`src/rtl/read_id_tracker.sv`:
```
// -----------------------------------------------------------------------------
// read_id_tracker
//
// Purpose:
//   Receives R-channel beats tagged with the extended ID {seq, id} that the
//   upstream read ID generator produced, checks each beat's sequence field
//   against the sequence number expected for its base ID, strips the
//   sequence field and hands the beat to the master through a 2-entry skid
//   buffer. It also counts outstanding reads per base ID and blocks further
//   AR requests on an ID once MAX_OUTST reads are in flight, so the sequence
//   field can never alias.
//
// Ports:
//   Aclk, ARESETnRst          clock, asynchronous active-low reset
//   AR_ID                     base ID of the current AR request
//   AR_valid_in/AR_Ready_in   AR handshake inputs (master valid, slave ready)
//   AR_valid_out/AR_Ready_out AR handshake outputs, gated by the per-ID limit
//   R_ID_in .. R_valid_in     R beat from the slave, extended ID
//   R_Ready_out               R ready to the slave (registered)
//   R_ID_out .. R_valid_out   R beat to the master, base ID only
//   R_Ready_in                R ready from the master
//   seq_err                   one-cycle pulse for a mismatched or unexpected beat
//   err_id                    base ID of the most recent error
//   err_cnt                   saturating error count
//   busy                      any ID has outstanding reads (registered)
// -----------------------------------------------------------------------------
module read_id_tracker #(
  parameter int ID_PAD     = 4,
  parameter int ID_WIDTH   = 2,
  parameter int DATA_WIDTH = 32,
  parameter int MAX_OUTST  = 8
) (
  input  logic                         Aclk,
  input  logic                         ARESETnRst,
  input  logic [ID_WIDTH-1:0]          AR_ID,
  input  logic                         AR_valid_in,
  input  logic                         AR_Ready_in,
  output logic                         AR_valid_out,
  output logic                         AR_Ready_out,
  input  logic [ID_WIDTH+ID_PAD-1:0]   R_ID_in,
  input  logic [DATA_WIDTH-1:0]        R_data_in,
  input  logic [1:0]                   R_resp_in,
  input  logic                         R_last_in,
  input  logic                         R_valid_in,
  output logic                         R_Ready_out,
  output logic [ID_WIDTH-1:0]          R_ID_out,
  output logic [DATA_WIDTH-1:0]        R_data_out,
  output logic [1:0]                   R_resp_out,
  output logic                         R_last_out,
  output logic                         R_valid_out,
  input  logic                         R_Ready_in,
  output logic                         seq_err,
  output logic [ID_WIDTH-1:0]          err_id,
  output logic [7:0]                   err_cnt,
  output logic                         busy
);

  localparam int NID = 1 << ID_WIDTH;
  localparam int XW  = ID_WIDTH + ID_PAD;
  localparam int EW  = ID_WIDTH + DATA_WIDTH + 3;

  function automatic logic [7:0] sat_inc8(input logic [7:0] v);
    return (v == 8'hFF) ? v : v + 8'd1;
  endfunction

  // Per-ID tracking state
  logic [ID_PAD-1:0] outst_q   [NID];
  logic [ID_PAD-1:0] outst_d   [NID];
  logic [ID_PAD-1:0] exp_seq_q [NID];
  logic [ID_PAD-1:0] exp_seq_d [NID];
  logic              ar_hit    [NID];
  logic              rl_hit    [NID];
  logic              busy_q, busy_d;

  // Error reporting state
  logic                seq_err_q;
  logic [ID_WIDTH-1:0] err_id_q;
  logic [7:0]          err_cnt_q;

  // Skid buffer state
  logic [EW-1:0] mem_q [2];
  logic          rd_ptr_q, wr_ptr_q;
  logic [1:0]    cnt_q, cnt_d;
  logic          rready_q;

  logic                full, arhs, rin, err, push, pop;
  logic [ID_PAD-1:0]   s;
  logic [ID_WIDTH-1:0] b;
  logic [EW-1:0]       head;

  // AR gating: full is based on registered counts, so the handshake that
  // fills an ID only blocks that ID from the following cycle on.
  assign full         = (outst_q[AR_ID] == ID_PAD'(MAX_OUTST));
  assign AR_valid_out = AR_valid_in & ~full;
  assign AR_Ready_out = AR_Ready_in & ~full;
  assign arhs         = AR_valid_in & AR_Ready_in & ~full;

  assign rin = R_valid_in & rready_q;
  assign s   = R_ID_in[XW-1:ID_WIDTH];
  assign b   = R_ID_in[ID_WIDTH-1:0];

  // A beat is unexpected if its sequence does not match or nothing is
  // outstanding on its ID; it is still forwarded.
  assign err = rin & ((s != exp_seq_q[b]) | (outst_q[b] == '0));

  always_comb begin
    busy_d = 1'b0;
    for (int i = 0; i < NID; i++) begin
      ar_hit[i]    = arhs & (AR_ID == ID_WIDTH'(i));
      rl_hit[i]    = rin & R_last_in & (b == ID_WIDTH'(i));
      outst_d[i]   = outst_q[i];
      exp_seq_d[i] = exp_seq_q[i];
      // AR and last beat on the same ID cancel out.
      if (ar_hit[i] && !rl_hit[i]) begin
        outst_d[i] = outst_q[i] + 1'b1;
      end else if (rl_hit[i] && !ar_hit[i] && (outst_q[i] != '0)) begin
        outst_d[i] = outst_q[i] - 1'b1;
      end
      // Sequence field wraps naturally at 2^ID_PAD.
      if (rl_hit[i]) begin
        exp_seq_d[i] = exp_seq_q[i] + 1'b1;
      end
      busy_d = busy_d | (outst_d[i] != '0);
    end
  end

  always_ff @(posedge Aclk or negedge ARESETnRst) begin
    if (!ARESETnRst) begin
      for (int i = 0; i < NID; i++) begin
        outst_q[i]   <= '0;
        exp_seq_q[i] <= '0;
      end
      busy_q <= 1'b0;
    end else begin
      for (int i = 0; i < NID; i++) begin
        outst_q[i]   <= outst_d[i];
        exp_seq_q[i] <= exp_seq_d[i];
      end
      busy_q <= busy_d;
    end
  end

  always_ff @(posedge Aclk or negedge ARESETnRst) begin
    if (!ARESETnRst) begin
      seq_err_q <= 1'b0;
      err_id_q  <= '0;
      err_cnt_q <= '0;
    end else begin
      seq_err_q <= err;
      if (err) begin
        err_id_q  <= b;
        err_cnt_q <= sat_inc8(err_cnt_q);
      end
    end
  end

  // Skid buffer: ready is registered from the next occupancy, so there is
  // no combinational path from R_Ready_in to R_Ready_out.
  assign push = rin;
  assign pop  = (cnt_q != 2'd0) & R_Ready_in;

  always_comb begin
    cnt_d = cnt_q;
    case ({push, pop})
      2'b10:   cnt_d = cnt_q + 2'd1;
      2'b01:   cnt_d = cnt_q - 2'd1;
      default: cnt_d = cnt_q;
    endcase
  end

  always_ff @(posedge Aclk or negedge ARESETnRst) begin
    if (!ARESETnRst) begin
      rd_ptr_q <= 1'b0;
      wr_ptr_q <= 1'b0;
      cnt_q    <= 2'd0;
      rready_q <= 1'b1;
    end else begin
      if (push) wr_ptr_q <= ~wr_ptr_q;
      if (pop)  rd_ptr_q <= ~rd_ptr_q;
      cnt_q    <= cnt_d;
      rready_q <= (cnt_d != 2'd2);
    end
  end

  always_ff @(posedge Aclk) begin
    if (push) begin
      mem_q[wr_ptr_q] <= {b, R_data_in, R_resp_in, R_last_in};
    end
  end

  assign head = mem_q[rd_ptr_q];
  assign {R_ID_out, R_data_out, R_resp_out, R_last_out} = head;
  assign R_valid_out = (cnt_q != 2'd0);
  assign R_Ready_out = rready_q;

  assign seq_err = seq_err_q;
  assign err_id  = err_id_q;
  assign err_cnt = err_cnt_q;
  assign busy    = busy_q;

endmodule

```
`config.mk`:
```
export PLATFORM = sky130hd
export DESIGN_NAME = read_id_tracker
export DESIGN_NICKNAME = d
export VERILOG_FILES = /design/src/rtl/read_id_tracker.sv
export SDC_FILE = /design/constraint.sdc
export NUM_CORES = 1
export LEC_CHECK = 0
export BUFFER_PORTS_ARGS = -buffer_cell sky130_fd_sc_hd__clkbuf_2
export CAP_MARGIN = 40
export CORE_ASPECT_RATIO = 0.5
export CORE_MARGIN = 4
export CORE_UTILIZATION = 25
export DETAILED_ROUTE_END_ITERATION = 12
export HOLD_SLACK_MARGIN = 0.15
export MAX_ROUTING_LAYER = met4
export PLACE_DENSITY_LB_ADDON = 0.08
export SLEW_MARGIN = 20
export SYNTH_ARGS = -nofsm -noshare
export SYNTH_HDL_FRONTEND = slang
export SYNTH_SLANG_ARGS = --single-unit
```
`constraint.sdc`:
```
create_clock -name Aclk -period 6.35 [get_ports Aclk]
set_input_delay 0.3175 -clock Aclk [delete_from_list [all_inputs] [get_ports Aclk]]
set_output_delay 0.3175 -clock Aclk [all_outputs]
set_load 0.01 [all_outputs]
```
## Word level (Yosys, flattened, before mapping)

Memories as Yosys holds them, arrays and structs flattened.
Index checks and enable logic that the tools add are counted.

| word-level totals | value |
|---|---|
| flip-flop bits (word level) | 49 |
| bits in latches | 0 |
| RAM bits | 74 |
| bits in read-only memories | 0 |
| bits of input ports | 49 |
| output and inout port bits | 53 |
| logic and storage cells | 125 |
| memories | 1 |

| cells by class | value |
|---|---|
| add/sub/neg operators | 15 |
| $mul | 0 |
| divide/modulo/power cells | 0 |
| magnitude comparators | 2 |
| eq/ne operators | 12 |
| shift operators | 0 |
| muxes and demuxes | 20 |
| bitwise gates (word level) | 26 |
| reductions and logical operators | 33 |

Memory list:

| name | depth | width | read ports | clocked after memory_dff | write ports | RTL line | source |
|---|---|---|---|---|---|---|---|
| mem_q | 2 | 37 | 1 | 0 | 1 | 81 | `logic [EW-1:0] mem_q [2];` |

Operators by type and width:

| operator | number |
|---|---|
| two-way mux 4 bit | 14 |
| adder 4 x 1 -> 4 bit (second input constant) | 8 |
| nonzero test 4 bit | 8 |
| binary-select mux 4 bit (select 2 bit) | 3 |
| AND 1 bit | 16 |
| subtractor 4 x 1 -> 4 bit (second input constant) | 4 |
| logical AND 1 bit | 12 |
| equality test 2 bit (second input constant) | 5 |
| adder 8 x 1 -> 8 bit (second input constant) | 1 |
| equality test 8 bit (second input constant) | 1 |
| logical NOT 1 bit | 8 |
| equality test 2 x 1 -> 1 bit (second input constant) | 3 |
| greater-or-equal comparator 3 bit (second input constant) | 2 |
| NOT 2 -> 3 bit | 2 |
| equality test 4 bit (second input constant) | 1 |
| logical NOT 2 bit | 2 |
| logical NOT 4 bit | 1 |
| != test 4 bit | 1 |
| NOT 1 bit | 4 |
| OR 1 bit | 4 |
| case mux 2 bit (2 select lines) | 1 |
| adder 2 x 1 -> 2 bit (second input constant) | 1 |
| two-way mux 1 bit | 2 |
| != test 2 bit (second input constant) | 1 |
| other kinds (3) | 3 |

## Logic depth before layout (Yosys ltp)

Gate-level depths: netlist (run 1).

| depth | value |
|---|---|
| depth in word-level cells | 17 |
| gate-level depth with buffers | 10 |
| mapped depth without buffers | 10 |

## Worst setup path after synthesis (run 1)

No wires, ideal clock.

| path | value |
|---|---|
| path type | register to register |
| start point | register outst_q[0] in the netlist's numbering |
| end point | register busy_q (netlist: busy) |
| library setup time | 131 ps |
| data arrival time | 2697 ps |
| required time | 6219 ps |
| setup slack | 3521 ps |
| cell stages (with the launch flop) | 9 |
| path buffers | 0 |
| clock period less this slack | 2829 ps |
| cells stage by stage | dfrtp_1 -> or3_1 -> mux4_2 -> o21ai_4 -> nor2_2 -> or4_1 -> a31oi_1 -> nand4bb_1 -> or3_1 |

| on the way | value |
|---|---|
| word-level cells in the longest chain between the ends | 16 |
| elaborated cells on any way between the ends | 44 |
| classes of those cells | add/sub: 2; eq/ne: 1; mux: 11; bitwise: 9; reduce/logical: 21 |

Ends and longest elaborated chain:

| item | RTL line | source |
|---|---|---|
| start, declared | 67 | `logic [ID_PAD-1:0] outst_q [NID];` |
| start signal, assigned by index | 136 | `outst_q[i] <= outst_d[i];` |
| binary-select mux 4 bit (select 2 bit) | 93 | `assign full = (outst_q[AR_ID] == ID_PAD'(MAX_OUTST));` |
| two-way mux 4 bit (not written as such) (2 in series) | 93 |  |
| equality test 4 bit | 93 |  |
| NOT 1 bit | 96 | `assign arhs = AR_valid_in & AR_Ready_in & ~full;` |
| AND 1 bit | 96 |  |
| AND 1 bit | 109 | `ar_hit[i] = arhs & (AR_ID == ID_WIDTH'(i));` |
| logical NOT 1 bit | 116 | `end else if (rl_hit[i] && !ar_hit[i] && (outst_q[i] != '0)) begin` |
| logical AND 1 bit (2 in series) | 116 |  |
| two-way mux 4 bit | 116 |  |
| two-way mux 4 bit | 114 | `if (ar_hit[i] && !rl_hit[i]) begin` |
| nonzero test 4 bit | 123 | `busy_d = busy_d \| (outst_d[i] != '0);` |
| OR 1 bit (2 in series) | 123 |  |
| OR 1 bit * | 123 |  |
| named net busy_d | 73 | `logic busy_q, busy_d;` |
| end signal, assigned | 139 | `busy_q <= busy_d;` |
| end, declared | 73 |  |

The timed path passes the listed nets; every way through them passes the cells marked *. The select of a mux whose other input is x is not followed.
A chain may end at the register's enable or synchronous reset.

## Worst setup path in the final report (run 1)

| path | value |
|---|---|
| start point | register outst_q[8] in the netlist's numbering |
| end point | register busy_q (netlist: busy) |

Same word-level chain as after synthesis.

==> results of run 1 <==
## through the flow
step           power, uW  instances  setup slack, ns  hold WS [ns]
2_1_floorplan       1960        419             3.52        0.0219
3_3_place_gp        2350        811             2.98         0.460
3_5_place_dp        2400        815             2.93         0.469
4_1_cts             3470        882             2.91         0.230
5_1_grt             3630        883             2.98         0.261
6_report            3400        883             3.17         0.245
## worst register-to-register path: stages (launching register included)
cell	delay [ns]
sky130_fd_sc_hd__dfrtp_1	0.47
sky130_fd_sc_hd__nor3_1	0.12
sky130_fd_sc_hd__mux4_2	0.54
sky130_fd_sc_hd__a21oi_1	0.28
sky130_fd_sc_hd__clkbuf_4	0.26
sky130_fd_sc_hd__mux2_2	0.36
sky130_fd_sc_hd__o311a_1	0.31
sky130_fd_sc_hd__nor4_2	0.21
sky130_fd_sc_hd__nand4bb_1	0.13
sky130_fd_sc_hd__or3_1	0.37
## cells by family (layout without fill, tap and decap cells)
family                   Yosys count  count (layout)
AND/OR/NAND/NOR                  124             124
adder cells (fa/ha/maj)           14              14
buffers and inverters             31             195
flip-flops                       123             123
AO/OA/AOI/OAI                     42              42
multiplexers                      52              52
XOR/XNOR                          33              33
## layout make-up
class | instances | area (um2) | share of cell area
clock buffer | 17 | 425 | 0.0559
clock inverter | 14 | 193 | 0.0253
inverter | 19 | 71.3 | 0.00937
multi-input combinational | 265 | 2120 | 0.278
sequential | 123 | 3450 | 0.453
tap | 300 | 375 | 0.0493
timing repair buffer | 145 | 978 | 0.129
## registers in the layout, indices dropped and copies added (netlist names)
signal	count
R_Ready_out	1
outst_q	16
mem_q	74
wr_ptr_q	1
err_cnt	8
cnt_q	2
exp_seq_q	16
seq_err	1
busy	1
err_id	2
rd_ptr_q	1
## power groups by stage
stage / registers [uW] / logic, uW / clock network, uW
detailed placement: 1310 / 1080 / 0
floorplan: 1270 / 693 / 0
global route: 1330 / 1200 / 1100
global placement: 1360 / 998 / 0
finish: 1290 / 1080 / 1030
CTS: 1300 / 1110 / 1070
## cell usage in the layout, fill, tap and decap left out, types with 4 or more instances in the layout
cell	instances
sky130_fd_sc_hd__nand2_1	33
sky130_fd_sc_hd__clkbuf_16	17
sky130_fd_sc_hd__dfrtp_1	47
sky130_fd_sc_hd__nor2_1	17
sky130_fd_sc_hd__nand4_1	12
sky130_fd_sc_hd__o21ai_0	8
sky130_fd_sc_hd__o211ai_1	5
sky130_fd_sc_hd__xnor2_1	27
sky130_fd_sc_hd__clkbuf_2	101
sky130_fd_sc_hd__buf_4	4
sky130_fd_sc_hd__edfxtp_1	74
sky130_fd_sc_hd__nor4_1	4
sky130_fd_sc_hd__mux4_2	7
sky130_fd_sc_hd__ha_1	14
sky130_fd_sc_hd__mux2_2	43
sky130_fd_sc_hd__inv_1	18
sky130_fd_sc_hd__xor2_1	6
sky130_fd_sc_hd__nor3_1	13
sky130_fd_sc_hd__nand3_1	10
sky130_fd_sc_hd__bufinv_16	4
sky130_fd_sc_hd__dlygate4sd3_1	36
sky130_fd_sc_hd__or3_1	9
## timing repair
action | 4_1_cts | 5_1_grt
hold endpoints to repair | 118 | 0
hold buffers | 36 | 0
resized for setup | 0 | 0
## worst paths after layout
| kind | start | end | slack, ns | cells past startpoint |
|---|---|---|---|---|
| worst max-delay path | outst_q[8] | busy | 3.17 | 9 |
| worst min-delay path | R_Ready_in | rd_ptr_q | 0.24 | 3 |
| worst max register to register | outst_q[8] | busy | 3.17 | 9 |
| worst min register to register | exp_seq_q[3] | exp_seq_q[3] | 0.47 | 1 |
| max in group asynchronous | ARESETnRst | rd_ptr_q | 5.27 | 3 |
| min in group asynchronous | ARESETnRst | exp_seq_q[11] | 0.57 | 3 |
## per-layer routing
metal	vias up	GRT usage	routed length [um]
met4	0	0.0445	194
met3	16	0.0320	393
met2	53	0.186	6610
met1	1880	0.152	6650
li1	1873	-	-
met5	-	-	0
==> flow_results.org, run 1 <==
** Critical path
- The worst setup path is captured at a register.
- Type of the worst setup path :: reg2reg
- STA classifies the critical path startpoint as a register.
- STA puts the critical path data required time at around 6.7 ns.
- For this run, the slowest stage of the critical path takes approximately 0.54 ns.
- Of all nets on the critical path, the largest fanout is 10.
- The number of buffers and inverters on the critical path is 1.
- For the worst setup path, the data arrival time is roughly 3.5 ns.
- On the critical path the largest part of the delay comes from multiplexers.
- Traced cell by cell, the critical path runs through nor3_1 -> mux4_2 -> a21oi_1 -> clkbuf_4 -> mux2_2 -> o311a_1 -> nor4_2 -> nand4bb_1 -> or3_1.
- On the critical path, the stage with the largest delay is an instance of sky130_fd_sc_hd__mux4_2.

** Pwr
- The share of total power dissipated in sequential elements is 0.380.
- Part of the power in the clock network :: 0.303
- Leakage power :: ~0.003 uW
- Power Internal :: 2280 uW
- Summed over all nets, the switching power comes to roughly 1100 uW.
- The share of total power dissipated in combinational logic is 0.317.
- The worst-case IR drop observed on VDD is between 0.0001 and 0.00015 V.
- Of the total power, the share spent switching nets is 0.331.
- Power per unit of standard cell area :: 447 nW/um2

** Logic synthesis
- Counting instances in the post-synthesis netlist gives the leading cell types as sky130_fd_sc_hd__edfxtp_1, sky130_fd_sc_hd__dfrtp_1, sky130_fd_sc_hd__mux2_2, sky130_fd_sc_hd__nand2_1, sky130_fd_sc_hd__xnor2_1.
- Synth area leader :: sky130_fd_sc_hd__edfxtp_1
- After synthesis the cells add up to approximately 5700 um2.
- Gate count after technology mapping :: between 400 and 500
- Of the synthesized area, sequential elements account for 0.608.
- Yosys printed 0 warnings.
- For this run, the leading register cell type out of synthesis is sky130_fd_sc_hd__edfxtp_1.
- When the netlist entered floorplanning its net count stood at roughly 480.
- Share of synthesized cell area in full adder, half adder and majority cells :: 0.0309
- Simple-gate share of the synthesized area :: 0.114
- By area the synthesized netlist is led by sky130_fd_sc_hd__edfxtp_1, sky130_fd_sc_hd__dfrtp_1, sky130_fd_sc_hd__mux2_2, sky130_fd_sc_hd__xnor2_1, sky130_fd_sc_hd__ha_1.
- Synth top area share :: 0.392
- By instance count, the leading cell after synthesis is sky130_fd_sc_hd__edfxtp_1.
- The area fraction in compound gates after synthesis was 0.0593.
- Dominant combinational cell family by area after synthesis :: multiplexers
- Synthesis inferred between 100 and 150 register bits.
- Average size of a mapped cell :: approximately 14 um2
- The synthesized design contains 74 enable-type register cells.
- Counting distinct cell types in the post-synthesis netlist gives 56.
- Of the total synthesized cell area, the portion taken by XOR and XNOR cells is 0.0509.
- Proportion of synthesized flip-flops having asynchronous set or reset :: 0.398
- Multiplexer area fraction after synthesis :: 0.117

** Route
- The detail route stage leaves a number of antenna-violating nets equal to 0.
- Vias per std cell :: ~4.3
- Drt pass-1 iters :: 4
- Number of remaining DRC errors :: 0
- Routed vias :: between 3000 and 4000
- Mean routed wirelength per cell :: between 15 and 20 um
- Routed WL :: between 10 and 15 mm
- DRC marker count from the first detailed-route iteration :: between 200 and 250

** Place
- IO buf count :: ~100
- Placed standard-cell area :: 6630 um2
- Detailed Place HPWL :: about 9.5 mm
- Routability-driven placement finished with a final weighted congestion of ~0.76.

** Floorplan
- Core Rows :: 38
- Die Ht :: 115 um
- Effective utilization at floorplan :: 0.258
- Die area :: 25300 um2
- During I/O placement, the number of pins put on the boundary was between 100 and 150.
- The core region is ~22000 um2.
- From left edge to right edge, the die measures 221 um.

** STA
- After routing, the total negative slack on setup checks comes to 0 ns.
- For the final database, setup skew stands at approximately 0.0088 ns.
- Max-slew headroom at the worst pin :: 0.539
- Setup violation total in the final timing report :: 0
- For the pin with the worst max-slew slack, the measured transition is slightly below 0.7 ns.
- Hold violation total from the final report :: 0
- In the finished design, the share of the clock period the worst path needs comes to 0.501.
- Highest attainable clock frequency :: roughly 310 MHz
- Setup repair after global routing left no endpoint under its margin.
- Clock period minus worst slack :: between 3 and 4 ns
- The count of pins over their slew limit is 0.

** Clock network
- The longest clock path from root to sink contains 2 buffers.
- CTS tree :: built
- H-tree depth reported by CTS :: 4
- The tree built by TritonCTS fans out to 123 sinks.
- Clock edge transition at the registers on the reported setup and hold paths :: about 0.060 ns
- Inserted Clock Buffers :: 17
- The tree is rooted in a sky130_fd_sc_hd__clkbuf_16.
- Post-CTS setup repair buffer count :: 0
- The later pin in the worst-skew pair is clocked with a latency of ~0.42 ns.

** Status
- The run finished with clean final reports.

** Job
- The tool flagged a number of max-cap violations equal to 0.

** Global routing
- The total overflow left after global routing is 0.
- Maximum number of pins on one net before global-route repair :: 50
- The first global-routing pass estimated about 23 mm of wire.
- Gr usage total :: 0.120
- Initial antenna violation count :: 0
- Via count of the first global-routing pass :: a little over 4000

** Final layout
- FILL cells :: 2185
- Once layout is done, the placed cells without fillers occupy between 7000 and 8000 um2.
- Of the cells placed in the final design, the portion with a size suffix greater than 1 is 0.346.
- The area growth from synthesis to layout is 34.1%.
- The repair_antennas step left the layout with diodes totalling 0.
- At the end of the flow, the number of nets in the layout was 634.
- Final core utilization :: 0.347

** Min path
- The path class of the tightest hold or removal check is in2reg.
(Power assumes the default switching activity.)
==> run 2, diff against run 1 <==
==> constraint.sdc (replaced) <==
create_clock -name Aclk -period 3 [get_ports Aclk]
set_input_delay 0.15 -clock Aclk [delete_from_list [all_inputs] [get_ports Aclk]]
set_output_delay 0.15 -clock Aclk [all_outputs]
set_load 0.01 [all_outputs]
==> run 2 against run 1 <==
Net effect:
- sequential share of layout area shrank 1.3 points
- cell area grew 2.9%
- non-clock buffer count grew 31
- sequential power grew 110%
- sequential cell count is the same
- register-to-register slack lost 3.0 ns
- total power grew 110%
- combinational power grew 130%
- critical path type unchanged
- critical endpoint unchanged
- largest power group unchanged
==> flow_results.org, run 2 (synthesized netlist as in run 1, its figures left out) <==
** Final layout
- The number of antenna diodes came to 0 (unchanged).
- The post-route standard cell area excluding fillers is 7830 um2 (+2.9%).
- Most common cell after layout, fill and taps aside :: sky130_fd_sc_hd__clkbuf_2
- From synthesis to final layout, the design area changed by 38.0%.
- The number of flip-flops in the largest register came to 74 (unchanged).
- The largest registers in the layout are mem_q (74), exp_seq_q (16), outst_q (16).
- The fraction of layout instances using a drive strength above 1 is 0.385 (+0.0389).
- Number of nets at the end of the flow :: 665 (+4.9%)
- In the layout the commonest cells are sky130_fd_sc_hd__clkbuf_2, sky130_fd_sc_hd__edfxtp_1, sky130_fd_sc_hd__dfrtp_1, sky130_fd_sc_hd__mux2_2, sky130_fd_sc_hd__dlygate4sd3_1.
- The register with the most flip-flops in the final layout is mem_q.

** Floorplan
- The effective utilization at floorplan was 0.258 (unchanged).
- The vertical die dimension was 115 um (unchanged).
- IO Count :: 102 (unchanged)
- The placement row count came to 38 (unchanged).
- The area of the core is 22000 um2 (unchanged).
- Die area :: 25300 um2 (unchanged)
- The x dimension of the die came to 221 um (unchanged).

** Critical path
- Type of the worst setup path :: reg2reg
- The startpoint identified for the worst register-to-register timing path is outst_q[9].
- The worst setup path is launched from a register.
- The required time of the worst setup path is 3.29 ns (-3.36 ns).
- Critical path fanouts, max :: 3 (-7)
- Worst Path Arrival :: 3.15 ns (-0.33 ns)
- RR Endpoint :: busy
- STA classifies the critical path endpoint as a register.
- Endpoint of the most critical setup path :: busy
- In this run the worst setup path begins at outst_q[9].
- FF-to-FF path depth :: 8 (-1)
- R2R setup slack :: 0.14 ns (-3.03 ns)

** STA
- Final slew viol count :: 0 (unchanged)
- Max-slew headroom at the worst pin :: 0.553 (+0.0143)
- Clock period minus worst slack :: 2.86 ns (-0.317 ns)
- Final cycle utilization of the critical path :: 0.955 (+0.454)
- The pin slew with the least headroom to its limit came to 0.670 ns (-0.0215 ns).
- The worst-case clock skew is 0.00588 ns (-0.00289 ns).
- The total of endpoints with negative setup slack in the final report came to 0 (unchanged).
- The maximum frequency from static timing analysis is 349 MHz (+11%).
- Setup repair after global routing left no endpoint under its margin.
- The final hold violation count is 0 (unchanged).
- The sum of negative setup slack was 0 ns (unchanged).

** Route
- Mean routed wirelength per cell :: 15.2 um (-2.8%)
- The number of routed nets with antenna violations was 0 (unchanged).
- Routed WL :: 13.9 mm (+0.77%)
- Routed vias :: 3942 (+3.1%)
- Vias per std cell :: 4.31 (-0.47%)
- DRC marker count from the first detailed-route iteration :: 120 (-43%)
- Drt pass-1 iters :: 4 (unchanged)
- Number of remaining DRC errors :: 0 (unchanged)

** Global routing
- The number of global-route vias before repair came to 4083 (-1.1%).
- Initial antenna violation count :: 0 (unchanged)
- The total global-route track usage came to 0.116 (-0.00373).
- Sum of overflow across all layers after global routing :: 0 (unchanged)
- Global-route wire length before repair :: 22.5 mm (-1.6%)
- The maximum number of pins on one net before global-route repair was 38 (-24%).

** Job
- Max-Cap Viols :: 0 (unchanged)

** Clock network
- H-tree depth reported by CTS :: 4 (unchanged)
- CTS tree :: built
- The tree is rooted in a sky130_fd_sc_hd__clkbuf_16.
- Clk buf depth :: 2 (unchanged)
- The number of clock buffers inserted by TritonCTS came to 17 (unchanged).
- The clock insertion delay at the later pin of the skew report was 0.41 ns (about the same).
- The clock slew at the register clock pins of the worst setup and hold paths is 0.06 ns (about the same).
- Count of clock tree sinks :: 123 (unchanged)

** Place
- Detailed Place HPWL :: 9.74 mm (+2.4%)
- Placed standard-cell area :: 6790 um2 (+2.4%)
- IO buf count :: 101 (unchanged)
- The routability congestion estimate from global placement came to 0.804 (+5.5%).

** Status
- The flow ran to the end, and the final reports show no timing, DRC or antenna violations.

** Pwr
- The ratio of total power to cell area came to 927 nW/um2 (+110%).
- Leakage power :: 0.00313 uW (+4.2%)
- The peak supply drop came to 0.000415 V (+180%).

** Min path
- The tightest min-delay check is of the in2reg type.
[run 2: changes by cell type in the layout (fill, tap and decap cells not counted), sizes merged]
cell | before | now
buf | 7 | 37
clkinv | 6 | 4
clkinvlp | 1 | 3
dlygate4sd3 | 36 | 38
bufinv | 4 | 3
clkbuf | 119 | 120
[run 2: what timing repair did]
| item | in CTS | in global routing |
|---|---|---|
| resized for setup | 0 | 6 |
| hold buffers | 38 | 0 |
| pin swaps | 1 | 3 |
| gates cloned | 0 | 0 |
| hold endpoints to repair | 96 | 0 |
| buffers inserted | 2 | 3 |
| endpoints found under the setup margin | 1 | 1 |
[run 2: routing by layer]
| metal | track usage | vias up | routed length (um) | share of wire |
|---|---|---|---|---|
| met5 | - | - | 0 | 0 |
| li1 | - | 1938 | - | - |
| met4 | 0.0295 | 0 | 116 | 0.0083 |
| met3 | 0.0333 | 11 | 450 | 0.032 |
| met1 | 0.147 | 1935 | 6750 | 0.48 |
| met2 | 0.187 | 58 | 6630 | 0.48 |
[run 2: how the worst min path moves through the flow]
stage / start / endpoint / depth (start not counted)
2_1_floorplan: ARESETnRst / busy / 0
3_3_place_gp: ARESETnRst / exp_seq_q[3] / 1
3_5_place_dp: ARESETnRst / exp_seq_q[3] / 1
4_1_cts: R_valid_in / wr_ptr_q / 3
5_1_grt: R_valid_in / wr_ptr_q / 3
6_report: R_valid_in / wr_ptr_q / 3
[run 2: power breakdown]
part | internal (uW) | leakage, uW | switching [uW] | total (uW)
clock network | 1310 | 0.000284 | 794 | 2110
logic | 1190 | 0.00156 | 1260 | 2450
registers | 2330 | 0.00129 | 370 | 2700
total | 4840 | 0.00313 | 2420 | 7260
[run 2: layout make-up]
| type | count | area [um2] |
|---|---|---|
| repair buffers | 176 | 1190 |
| fillers | 2209 | 14100 |
| multi-input cells | 265 | 2150 |
| well taps | 300 | 375 |
| flip-flops and latches | 123 | 3450 |
| clock buffers | 19 | 433 |
| inverters | 19 | 71.3 |
| clock inverters | 13 | 166 |
[run 2: through the flow]
| step | total power, uW | setup WS, ns | hold WS, ns | util | instances |
|---|---|---|---|---|---|
| 2_1_floorplan | 4150 | 0.171 | -0.146 | - | 419 |
| 3_3_place_gp | 5160 | 0.0358 | 0.244 | 0.309 | 840 |
| 3_5_place_dp | 5140 | 0.0114 | 0.227 | 0.309 | 840 |
| 4_1_cts | 7350 | 0.0364 | 0.180 | 0.354 | 912 |
| 5_1_grt | 7740 | 0.00761 | 0.211 | 0.357 | 915 |
| 6_report | 7260 | 0.136 | 0.200 | 0.357 | 915 |
[run 2: worst max-delay path, cell delays in order, from the launching register on]
cell	delay, ns
sky130_fd_sc_hd__dfrtp_1	0.40
sky130_fd_sc_hd__or3_1	0.40
sky130_fd_sc_hd__mux4_2	0.55
sky130_fd_sc_hd__o21ai_4	0.19
sky130_fd_sc_hd__mux2i_1	0.09
sky130_fd_sc_hd__a211o_1	0.34
sky130_fd_sc_hd__nor4_4	0.27
sky130_fd_sc_hd__nand4bb_1	0.14
sky130_fd_sc_hd__or3_1	0.37
